### src/rtl/ddr_global_pkg.sv
`default_nettype none
// ============================================================================
// ddr_global_pkg : shared types and constants for the ddr_fifo read-drain path
// Revision: 1.0
// ============================================================================
package ddr_global_pkg;

  typedef enum logic [1:0] {
    RD_IDLE   = 2'd0,
    RD_STREAM = 2'd1,
    RD_PLAY   = 2'd2,
    RD_FLUSH  = 2'd3
  } ddr_rdrain_state_t;

  localparam logic [1:0] SKID_FULL = 2'd2;

endpackage
`default_nettype wire

### src/rtl/ddr_skid_buf_2.sv
`default_nettype none
// ============================================================================
// ddr_skid_buf_2 : two-entry registered skid buffer with valid/ready output
// Revision: 1.0
// ============================================================================
module ddr_skid_buf_2
  import ddr_global_pkg::*;
#(
  parameter int DWIDTH = 32
) (
  input  logic              i_clk,
  input  logic              i_rst_n,
  input  logic              i_push,
  input  logic [DWIDTH-1:0] i_data,
  output logic              o_full,
  output logic              o_valid,
  output logic [DWIDTH-1:0] o_data,
  input  logic              i_ready
);

  logic [DWIDTH-1:0] mem_q [2];
  logic              rd_ptr_q;
  logic              wr_ptr_q;
  logic [1:0]        occ_q;
  logic [1:0]        occ_d;
  logic              w_push;
  logic              w_pop;

  assign o_full  = (occ_q == SKID_FULL);
  assign o_valid = (occ_q != 2'd0);
  assign o_data  = mem_q[rd_ptr_q];
  assign w_push  = i_push & ~o_full;
  assign w_pop   = o_valid & i_ready;

  always_comb begin
    occ_d = occ_q;
    case ({w_push, w_pop})
      2'b10:   occ_d = occ_q + 2'd1;
      2'b01:   occ_d = occ_q - 2'd1;
      default: occ_d = occ_q;
    endcase
  end

  always_ff @(posedge i_clk or negedge i_rst_n) begin
    if (!i_rst_n) begin
      mem_q[0] <= '0;
      mem_q[1] <= '0;
      rd_ptr_q <= 1'b0;
      wr_ptr_q <= 1'b0;
      occ_q    <= 2'd0;
    end else begin
      if (w_push) begin
        mem_q[wr_ptr_q] <= i_data;
        wr_ptr_q        <= ~wr_ptr_q;
      end
      if (w_pop) begin
        rd_ptr_q <= ~rd_ptr_q;
      end
      occ_q <= occ_d;
    end
  end

endmodule
`default_nettype wire

### src/rtl/ddr_fifo_rdrain.sv
`default_nettype none
// ============================================================================
// ddr_fifo_rdrain : FIFO read-side drain engine (stream / bounded playback)
// Optional stall counter: define DDR_FIFO_RDRAIN_STALL_CNT_EN
// Revision: 1.0
// ============================================================================
module ddr_fifo_rdrain
  import ddr_global_pkg::*;
#(
  parameter int DWIDTH = 32,
  parameter int CWIDTH = 16
) (
  input  logic              i_clk,
  input  logic              i_rst_n,
  input  logic              i_stream_en,
  input  logic              i_play_start,
  input  logic [CWIDTH-1:0] i_play_cnt,
  input  logic              i_fifo_empty_n,
  input  logic [DWIDTH-1:0] i_fifo_rdata,
  output logic              o_fifo_read,
  output logic              o_valid,
  output logic [DWIDTH-1:0] o_data,
  input  logic              i_ready,
  output logic              o_busy,
  output logic              o_done,
  output logic [15:0]       o_stall_cnt
);

  ddr_rdrain_state_t state_q, state_d;
  logic [CWIDTH-1:0] rem_q, rem_d;
  logic              play_q, play_d;
  logic              done_q, done_d;
  logic              w_pop_en;
  logic              w_skid_full;

  // Stream pops stop in the very cycle i_stream_en drops, not one cycle later.
  assign w_pop_en = ((state_q == RD_STREAM) & i_stream_en) |
                    ((state_q == RD_PLAY) & (rem_q != '0));
  assign o_fifo_read = w_pop_en & i_fifo_empty_n & ~w_skid_full;
  assign o_busy      = (state_q != RD_IDLE);
  assign o_done      = done_q;

  ddr_skid_buf_2 #(
    .DWIDTH (DWIDTH)
  ) u_skid (
    .i_clk   (i_clk),
    .i_rst_n (i_rst_n),
    .i_push  (o_fifo_read),
    .i_data  (i_fifo_rdata),
    .o_full  (w_skid_full),
    .o_valid (o_valid),
    .o_data  (o_data),
    .i_ready (i_ready)
  );

  always_comb begin
    state_d = state_q;
    rem_d   = rem_q;
    play_d  = play_q;
    done_d  = 1'b0;
    case (state_q)
      RD_IDLE: begin
        if (i_play_start) begin
          play_d  = 1'b1;
          rem_d   = i_play_cnt;
          state_d = (i_play_cnt == '0) ? RD_FLUSH : RD_PLAY;
        end else if (i_stream_en) begin
          play_d  = 1'b0;
          state_d = RD_STREAM;
        end
      end
      RD_STREAM: begin
        if (!i_stream_en) state_d = RD_FLUSH;
      end
      RD_PLAY: begin
        if (rem_q == '0) begin
          state_d = RD_FLUSH;
        end else if (o_fifo_read) begin
          rem_d = rem_q - CWIDTH'(1);
          if (rem_q == CWIDTH'(1)) state_d = RD_FLUSH;
        end
      end
      RD_FLUSH: begin
        if (!o_valid) begin
          state_d = RD_IDLE;
          done_d  = play_q;
          play_d  = 1'b0;
        end
      end
      default: state_d = RD_IDLE;
    endcase
  end

  always_ff @(posedge i_clk or negedge i_rst_n) begin
    if (!i_rst_n) begin
      state_q <= RD_IDLE;
      rem_q   <= '0;
      play_q  <= 1'b0;
      done_q  <= 1'b0;
    end else begin
      state_q <= state_d;
      rem_q   <= rem_d;
      play_q  <= play_d;
      done_q  <= done_d;
    end
  end

`ifdef DDR_FIFO_RDRAIN_STALL_CNT_EN
  logic [15:0] stall_q;
  logic        se_q;
  logic        w_stall_clr;

  // A new session from IDLE restarts the stall measurement.
  assign w_stall_clr = (state_q == RD_IDLE) & (i_play_start | (i_stream_en & ~se_q));
  assign o_stall_cnt = stall_q;

  always_ff @(posedge i_clk or negedge i_rst_n) begin
    if (!i_rst_n) begin
      stall_q <= 16'h0000;
      se_q    <= 1'b0;
    end else begin
      se_q <= i_stream_en;
      if (w_stall_clr) begin
        stall_q <= 16'h0000;
      end else if (o_valid & ~i_ready & (stall_q != 16'hFFFF)) begin
        stall_q <= stall_q + 16'd1;
      end
    end
  end
`else
  assign o_stall_cnt = 16'h0000;
`endif

endmodule
`default_nettype wire

### config.mk
export PLATFORM = sky130hd
export DESIGN_NAME = ddr_fifo_rdrain
export DESIGN_NICKNAME = d
export VERILOG_FILES = /design/src/rtl/ddr_global_pkg.sv /design/src/rtl/ddr_skid_buf_2.sv /design/src/rtl/ddr_fifo_rdrain.sv
export SDC_FILE = /design/constraint.sdc
export NUM_CORES = 1
export LEC_CHECK = 0
export ABC_CLOCK_PERIOD_IN_PS = 4350
export CAP_MARGIN = 5
export CORE_ASPECT_RATIO = 0.5
export CORE_MARGIN = 5
export CORE_UTILIZATION = 55
export CTS_CLUSTER_DIAMETER = 120
export DETAILED_ROUTE_END_ITERATION = 10
export GPL_TIMING_DRIVEN = 0
export PLACE_DENSITY = 0.86
export SYNTH_ARGS = -nofsm -noshare
export SYNTH_HDL_FRONTEND = slang
export SYNTH_HIERARCHICAL = 1
export SYNTH_SLANG_ARGS = --single-unit
### constraint.sdc
create_clock -name i_clk -period 4.35 [get_ports i_clk]
set_clock_uncertainty 0.15 [all_clocks]
set_input_delay 0.6525 -clock i_clk [delete_from_list [all_inputs] [get_ports i_clk]]
set_output_delay 0.6525 -clock i_clk [all_outputs]
set_load 0.01 [all_outputs]
**Word-level counts from Yosys, hierarchy flattened**

Index checks and enable logic that the tools add are counted.
W data, S select, Z words.

- Bits in registers: 88
- Input bits: 54
- Output and inout bits: 52
- Word-level logic and storage cells: 81

- Add/subtract/negate cells: 3
- Magnitude comparators: 3
- Equal/unequal tests: 15
- Mux-type cells: 26
- Bitwise logic cells: 12
- Reduce and logical (&&, ||, !) cells: 13

Operators with widths:

| kind | count |
|---|---|
| $mux W32 | 4 |
| $bwmux W64 | 1 |
| $mux W16 | 3 |
| $demux W32 S1 | 1 |
| $logic_not A16 Y1 | 2 |
| $pmux W16 S2 | 1 |
| $eq A16 B1 Y1 const B | 1 |
| $reduce_bool A16 Y1 | 1 |
| $sub A16 B1 Y16 const B | 1 |
| $mux W2 | 7 |
| $reduce_bool A2 Y1 | 5 |
| $eq A2 B2 Y1 const B | 4 |
| $ne A2 B2 Y1 const B | 4 |
| $pmux W2 S4 | 1 |
| $and A1 B1 Y1 | 6 |
| $mux W1 | 6 |
| $ne A3 B1 Y1 const B | 2 |
| $reduce_and A5 Y1 | 1 |
| $eq A2 B1 Y1 const B | 2 |
| $ge A2 B2 Y1 const B | 2 |
| $not A1 Y2 | 2 |
| $pmux W2 S2 | 1 |
| $reduce_and A4 Y1 | 1 |
| $ne A3 B3 Y1 const B | 1 |
| 10 further kinds | 12 |

**Depth between registers and ports, before layout**

Gate-level depths: netlist of the first run.

- Depth in word-level cells: 8
- Mapped depth: 11
- Mapped depth without buffers: 11

**By module**

Netlist of the first run, hierarchy kept.

By module, submodules not included:

| module | times used | cells each | area an instance (sq um) | sequential area each (sq um) |
|---|---|---|---|---|
| ddr_skid_buf_2 | 1 | 189 | 3069.2 | 1701.6 |
| ddr_fifo_rdrain | 1 | 190 | 1570.3 | 500.5 |

**Least setup slack after synthesis of the first run**

Ideal clock, no wire load.

- Path type: register to register
- From: register state_q[0]
- To: register u_skid/mem_q[32] (netlist bit)
- Library setup time: 125 ps
- Arrival: 2393 ps
- Path slack: 1682 ps
- Cell stages (with the launch flop): 10
- Path buffers: 3
- Period minus slack after synthesis: 2668 ps
- Cells stage by stage: dfrtp_1 inv_1 ha_1 clkbuf_1 clkbuf_1 nand2_1 a21oi_1 nor3b_4 buf_6 mux2_4

- Word-level cells in the longest chain between the ends: 6

RTL lines:

| item | RTL line | text |
|---|---|---|
| start: declaration | ddr_fifo_rdrain.sv:29 | `ddr_rdrain_state_t state_q, state_d;` |
| start signal: assignment | ddr_fifo_rdrain.sv:101 | `state_q <= state_d;` |
| $eq A2 B1 Y1 or $eq A2 B2 Y1 (tied branches) | ddr_fifo_rdrain.sv:37, ddr_fifo_rdrain.sv:38 |  |
| $and A1 B1 Y1, on equally long branches | ddr_fifo_rdrain.sv:37, ddr_fifo_rdrain.sv:38 |  |
| $or A1 B1 Y1 (*) | ddr_fifo_rdrain.sv:37 | `assign w_pop_en = ((state_q == RD_STREAM) & i_stream_en) \|` |
| $and A1 B1 Y1 (*) (2 in series) | ddr_fifo_rdrain.sv:39 | `assign o_fifo_read = w_pop_en & i_fifo_empty_n & ~w_skid_full;` |
| via o_fifo_read | ddr_fifo_rdrain.sv:20 | `output logic o_fifo_read,` |
| $and A1 B1 Y1 (*) | ddr_skid_buf_2.sv:32 | `assign w_push = i_push & ~o_full;` |
| end signal: indexed assignment | ddr_skid_buf_2.sv:53 | `mem_q[wr_ptr_q] <= i_data;` |
| end: declaration | ddr_skid_buf_2.sv:21 | `logic [DWIDTH-1:0] mem_q [2];` |

The timed path passes the listed nets; every way through them passes the cells marked *.
A chain may end at the register's enable or synchronous reset.

**Worst setup path in the final report of the first run**

- From: register state_q[0]
- To: output o_fifo_read

- Word-level cells in the longest chain between the ends: 5

RTL lines:

| item | RTL line |
|---|---|
| $eq A2 B1 Y1 or $eq A2 B2 Y1 (tied branches) | ddr_fifo_rdrain.sv:37, ddr_fifo_rdrain.sv:38 |
| $and A1 B1 Y1, on equally long branches | ddr_fifo_rdrain.sv:37, ddr_fifo_rdrain.sv:38 |
| $or A1 B1 Y1 (*) | ddr_fifo_rdrain.sv:37 |
| $and A1 B1 Y1 (*) (2 in series) | ddr_fifo_rdrain.sv:39 |
| end: declaration | ddr_fifo_rdrain.sv:20 |

Every way passes the cells marked *; elsewhere a longest branch is shown, timed or not.

==> results of run 1 <==
layer usage:
layer | routed length (um) | track usage (%) | vias up
met2 | 5280 | 38.1 | 114
met3 | 567 | 5.20 | 13
met1 | 4430 | 25.4 | 1639
met5 | 0 | 0 | -
li1 | - | - | 1573
met4 | 155 | 6.66 | 0
state kept, by name (all words and copies together) (netlist names):
name and cells:
u_skid/mem_q 64, rem_q 16, state_q 2, u_skid/occ_q 2, o_done 1, play_q 1
u_skid/rd_ptr_q 1, u_skid/wr_ptr_q 1
logic make-up after synthesis:
family          Yosys count  synth area share, %
mux                      99                 25.6
buf+inv                  49                 6.74
flops                    88                 47.5
fa+ha+maj                 8                 2.16
other cells               1               0.0808
xor+xnor                  5                0.944
simple gates             71                 8.68
compound gates           58                 8.33
cell usage after synthesis (3+ instances only):
master	count
buf_6	8
nor4_1	5
nand2_1	14
a21oi_1	15
or3_1	3
inv_1	13
buf_4	17
ha_1	8
o21ai_0	12
mux2_1	6
nand4_1	4
o22ai_1	4
mux2_4	20
a211oi_1	3
a41oi_1	3
xnor2_1	3
mux2_2	71
a31oi_1	4
dfrtp_1	88
nor3_1	7
nor2_1	21
buf_2	4
o22a_1	6
clkbuf_1	6
stage by stage:
step	cell area, um2	power, W	utilization (%)	setup TNS (ns)
floorplan	4700	0.00271	-	0
global placement	5730	0.00345	70.6	-58.95
detailed placement	5750	0.00353	70.9	0
CTS	6060	0.00434	74.6	0
global route	6060	0.00455	74.6	0
finish	6060	0.00431	74.6	0
how the worst max path moves through the flow:
stage	start	end	slack, ns
after global placement	i_rst_n	u_skid/mem_q[35]$_DFFE_PN0P_	-0.68
after floorplan	state_q[0]$_DFFE_PN0P_	u_skid/mem_q[32]$_DFFE_PN0P_	1.68
after detailed placement	state_q[0]$_DFFE_PN0P_	o_fifo_read	1.11
after global routing	state_q[0]$_DFFE_PN0P_	o_fifo_read	0.55
after CTS	state_q[0]$_DFFE_PN0P_	o_fifo_read	0.71
final	state_q[0]$_DFFE_PN0P_	o_fifo_read	0.69
layout make-up:
class | count | area, um2 | area share (%)
plain buffers | 35 | 260 | 4.30
clock buffers | 10 | 229 | 3.78
clock inverters | 6 | 75.1 | 1.24
inverters | 14 | 52.6 | 0.868
multi-input cells | 257 | 2180 | 36.0
flip-flops and latches | 88 | 2200 | 36.4
well taps | 112 | 140 | 2.31
repair buffers | 90 | 916 | 15.1
critical path: cells and delay by family (launching register included):
family,cells,cell delay [ns]
fa+ha+maj,1,0.14
simple gates,1,0.13
flops,1,0.42
buf+inv,4,1.50
compound gates,1,0.33
power by group through the flow:
stage	sequential, W	combinational [W]	clock (W)
2_1_floorplan	0.00139	0.00132	0
3_3_place_gp	0.00144	0.00201	0
3_5_place_dp	0.00147	0.00206	0
4_1_cts	0.00146	0.00208	0.000803
5_1_grt	0.00151	0.00220	0.000836
6_report	0.00146	0.00205	0.000788
==> run metrics, run 1 <==
initial antenna violation count=0; post-synth cell types=51; CP Max Fanout=10; commonest non-fill, non-tap cells in the layout=clkdlybuf4s50_1 (88), dfrtp_1 (88), mux2_2 (71); non-filler cells, final=612; Crit path largest cell delay=0.62 ns; post-route setup slack=0.692 ns; ys async rst share=100%; clock network power share=18.3%; GRT overflow=0; status=completed; clk buf depth=2; CP required=3.55 ns; Seq/Total Area, Yosys=47.5%; flop2flop setup slack=1.16 ns; die area=10500 um2; max_slew headroom=61.0%; CP Capture Type=output pin; DP HPWL=7550 um; most used cell, CP=clkbuf_1; critical path's slowest cell=clkdlybuf4s50_1; Critical R2R Launch=state_q[0]$_DFFE_PN0P_; Nets=557; slew at the pin closest to its max-slew limit=0.581 ns; top_reg_cell synth=dfrtp_1; Die Ht=74.9 um; via count=3339; Num CTS Buffers=9; first-pass GRT wire length=17400 um; switching part of the total=32.4%; Ys Warns=6; worst r2r dst=u_skid/mem_q[59]$_DFFE_PN0P_; share of layout cells above drive strength 1=30.2%; Net Sw Power=0.00140 W; Starting Density=57.2%; worst slack at placement=1.11 ns; Yosys reg bits=88; post-synth top area cell=dfrtp_1; combinational fraction of design power=47.7%; fmax=273 MHz; post-DR vias/cell=5.46; # Post-CTS Setup Buffers=0; GPL Wtd Cong=0.874; WL per Instance=17.0 um; CTS Sinks=88; Synth Instances=379; maxcap violations=0; Placed Instances=596; Max Slew Vio Count=0; top cell type's share of synthesized area=47.5%; row count=23; crit path launch type=flip-flop; length in cells of the worst reg-to-reg path=9; critical path class=flip-flop to output pin; WP data arrival=2.86 ns; number of global-route vias before repair=3531; FILL cells=597; Mapped Area=4640 um2; Post-synth EDFFs=0; Pint=0.00291 W; Antenna Nets Post-Route=0; n_diodes=0; Hold Buf Count CTS=0; CP cell instances=inv_1 -> ha_1 -> clkbuf_1 -> clkbuf_1 -> nand2_1 -> a21oi_1 -> clkdlybuf4s50_1; Hold Crit Class=input port to asynchronous set/reset pin; clock root buffer=clkbuf_16; Final Setup Violations=0; syn_area_per_cell=12.2 um2; Placeable Area=8120 um2; router iterations before antenna repair=4; Final min period=3.66 ns; Clk Latency, worst-skew pair=0.34 ns; CTS tree=built; largest net degree at the start of global routing=75; synthesis-to-finish area growth=30.5%; DR iter-0 viols=138; Peak VDD IR=0.000325 V; die width=140 um; # IOs=106; Worst-path clk slew=0.07 ns; cell leakage power=2.61 nW; Cell Pwr Density=711 nW/um2; fin crit share=84.1%; Resized cells post-CTS=0; RSZ-0062 raised after global routing=false; Synth area leaders=dfrtp_1 (47%), mux2_2 (17%), mux2_4 (6.5%); Tot GR Track Use=21.0%; IO buf count=89; WHS=0.0208 ns; H-tree lvl count=3; final hold viol count=0; post-route DRC violation count=0; sequential share of power=34.0%; final wirelength=10400 um
Power figures use the tool's default switching activity.
==> inputs of run 2 (changes only) <==
Settings changed: ABC_CLOCK_PERIOD_IN_PS 4350 to 3500, CORE_UTILIZATION 55 to 51, PLACE_DENSITY 0.86 to 0.81.
Clock period 4.35 ns to 3.5 ns, I/O delays scaled along.
==> run 2 against run 1 <==
Design area up 0.85%. Largest cell class unchanged. Count of clock-buffer cells in the layout down 1. Register-to-register slack worse by 0.56 ns. First-iteration DRC count up 28%.
==> run metrics, run 2 (synthesis results as in run 1) <==
status=completed (unchanged); Die Ht=77.4 um (was 74.9 um); post-DR vias/cell=5.36 (was 5.46); fmax=310 MHz; Placeable Area=8800 um2 (was 8120 um2); FILL cells=650 (was 597); clk buf depth=2 (unchanged); CP Capture Type=output pin (unchanged); die width=145 um (was 140 um); Register Area=2200 um2 (unchanged); Tot GR Track Use=19.1% (was 21.0%); final wirelength=10300 um (was 10400 um); worst setup path end=o_fifo_read (unchanged); Starting Density=52.7% (was 57.2%); non-filler cells, final=616 (was 612); fin crit share=92.3%; Hold Crit Class=flip-flop to flip-flop (was input port to asynchronous set/reset pin); cell leakage power=2.64 nW (was 2.61 nW); initial antenna violation count=0 (unchanged); GRT overflow=0 (unchanged); Clk Latency, worst-skew pair=0.34 ns (about the same); critical path class=flip-flop to output pin (unchanged); CP required=2.82 ns (was 3.55 ns); via count=3303 (was 3339); first-pass GRT wire length=17200 um (was 17400 um); max reg flops=64 (unchanged); flop2flop setup slack=0.60 ns (was 1.16 ns); clock root buffer=clkbuf_16 (unchanged); Most flops, register=u_skid/mem_q (unchanged); area of the multi-input gates=2180 um2 (unchanged); RSZ-0062 raised after global routing=false (unchanged); worst r2r dst=u_skid/mem_q[35]$_DFFE_PN0P_ (was u_skid/mem_q[59]$_DFFE_PN0P_); IO buf count=89 (unchanged); max_slew headroom=54.1% (was 61.0%); length in cells of the worst reg-to-reg path=8 (was 9); post-route setup slack=0.271 ns (was 0.692 ns); die area=11200 um2 (was 10500 um2); worst slack at placement=0.342 ns (was 1.11 ns); Final Setup Violations=0 (unchanged); largest net degree at the start of global routing=67 (was 75); Peak VDD IR=0.000523 V (was 0.000325 V); CP Max Fanout=10 (unchanged); WL per Instance=16.6 um (was 17.0 um); CTS Sinks=88 (unchanged); maxcap violations=0 (unchanged); # IOs=106 (unchanged); final hold viol count=0 (unchanged); crit path launch type=flip-flop (unchanged); Cell Pwr Density=890 nW/um2 (was 711 nW/um2); router iterations before antenna repair=4 (unchanged); Finished Core Util=69.4% (was 74.6%); Largest regs=u_skid/mem_q: 64 flops, rem_q: 16 flops (unchanged); worst setup path startpoint=state_q[0]$_DFFE_PN0P_ (unchanged); Worst-path clk slew=0.06 ns (was 0.07 ns); slew at the pin closest to its max-slew limit=0.683 ns (was 0.581 ns); Nets=557 (unchanged); WP data arrival=2.55 ns (was 2.86 ns); DP HPWL=7360 um (was 7550 um); GPL Wtd Cong=0.874 (about the same); number of global-route vias before repair=3441 (was 3531); H-tree lvl count=3 (unchanged); CTS tree=built (unchanged); # Post-CTS Setup Buffers=0 (unchanged); Antenna Nets Post-Route=0 (unchanged); row count=24 (was 23); post-route DRC violation count=0 (unchanged); Critical R2R Launch=state_q[0]$_DFFE_PN0P_ (unchanged); Placed Instances=601 (was 596); Max Slew Vio Count=0 (unchanged); commonest non-fill, non-tap cells in the layout=clkdlybuf4s50_1 (88), dfrtp_1 (88), mux2_2 (71) (unchanged); Final min period=3.23 ns; synthesis-to-finish area growth=31.6% (was 30.5%); n_diodes=0 (unchanged); share of layout cells above drive strength 1=30.5% (was 30.2%); Tot Pwr=0.00544 W (was 0.00431 W); DR iter-0 viols=176 (was 138); Num CTS Buffers=9 (unchanged); WHS=0.338 ns (was 0.0208 ns)
## run 2: cell count changes in the layout (fill, tap and decap cells not counted)
cell and delta:
clkbuf_1 -3, bufinv_16 +2, clkbuf_2 +1, clkinv_4 +1, clkinvlp_4 -1, dlygate4sd3_1 +1
inv_6 -1, inv_8 -1
## run 2: layout make-up
class / instances / share of cell area (%)
well taps: 117 / 2.40
inverters: 14 / 0.860
clock buffers: 9 / 3.69
multi-input cells: 257 / 35.7
plain buffers: 34 / 4.22
flip-flops and latches: 88 / 36.1
clock inverters: 6 / 1.91
repair buffers: 91 / 15.2
## run 2: critical path, stage by stage (launching register included)
cell and delay, ns:
dfrtp_1 0.42, inv_1 0.10, ha_1 0.38, clkbuf_2 0.33, nand2_1 0.10, a21oi_1 0.29
clkdlybuf4s50_1 0.61
## run 2: per-stage QoR
stage	area, um2	TNS [ns]
floorplan	4700	0
global placement	5730	-130.93
detailed placement	5760	0
CTS	6110	0
global route	6110	0
finish	6110	0
## run 2: how the worst min path moves through the flow
stage / from / end / slack (ns) / cells after the start
finish: u_skid/mem_q[20]$_DFFE_PN0P_ / u_skid/mem_q[20]$_DFFE_PN0P_ / 0.34 / 1
global route: u_skid/mem_q[13]$_DFFE_PN0P_ / u_skid/mem_q[13]$_DFFE_PN0P_ / 0.35 / 1
CTS: u_skid/mem_q[13]$_DFFE_PN0P_ / u_skid/mem_q[13]$_DFFE_PN0P_ / 0.34 / 1
detailed placement: i_rst_n / rem_q[10]$_DFFE_PN0P_ / 0.31 / 1
global placement: u_skid/mem_q[10]$_DFFE_PN0P_ / u_skid/mem_q[10]$_DFFE_PN0P_ / 0.31 / 1
floorplan: i_rst_n / o_done$_DFF_PN0_ / 0.08 / 0
## run 2: layer usage
| metal | vias up | GRT usage (%) | share of wire (%) |
|---|---|---|---|
| met1 | 1612 | 25.5 | 44 |
| met5 | - | 0 | 0 |
| met2 | 115 | 31.4 | 49 |
| met3 | 14 | 5.04 | 6.3 |
| li1 | 1562 | - | - |
| met4 | 0 | 4.75 | 1.3 |
## run 2: power by group
| group | internal (W) | switching, W |
|---|---|---|
| clock | 0.000698 | 0.000398 |
| combinational | 0.00155 | 0.000976 |
| sequential | 0.00150 | 0.000313 |
## run 2: what timing repair did
action                                  CTS  global route
hold buffers                              1             0
gates resized for setup                   1             0
hold endpoints to repair                 22             0
pin swaps                                 0             0
endpoints found under the setup margin    1             1
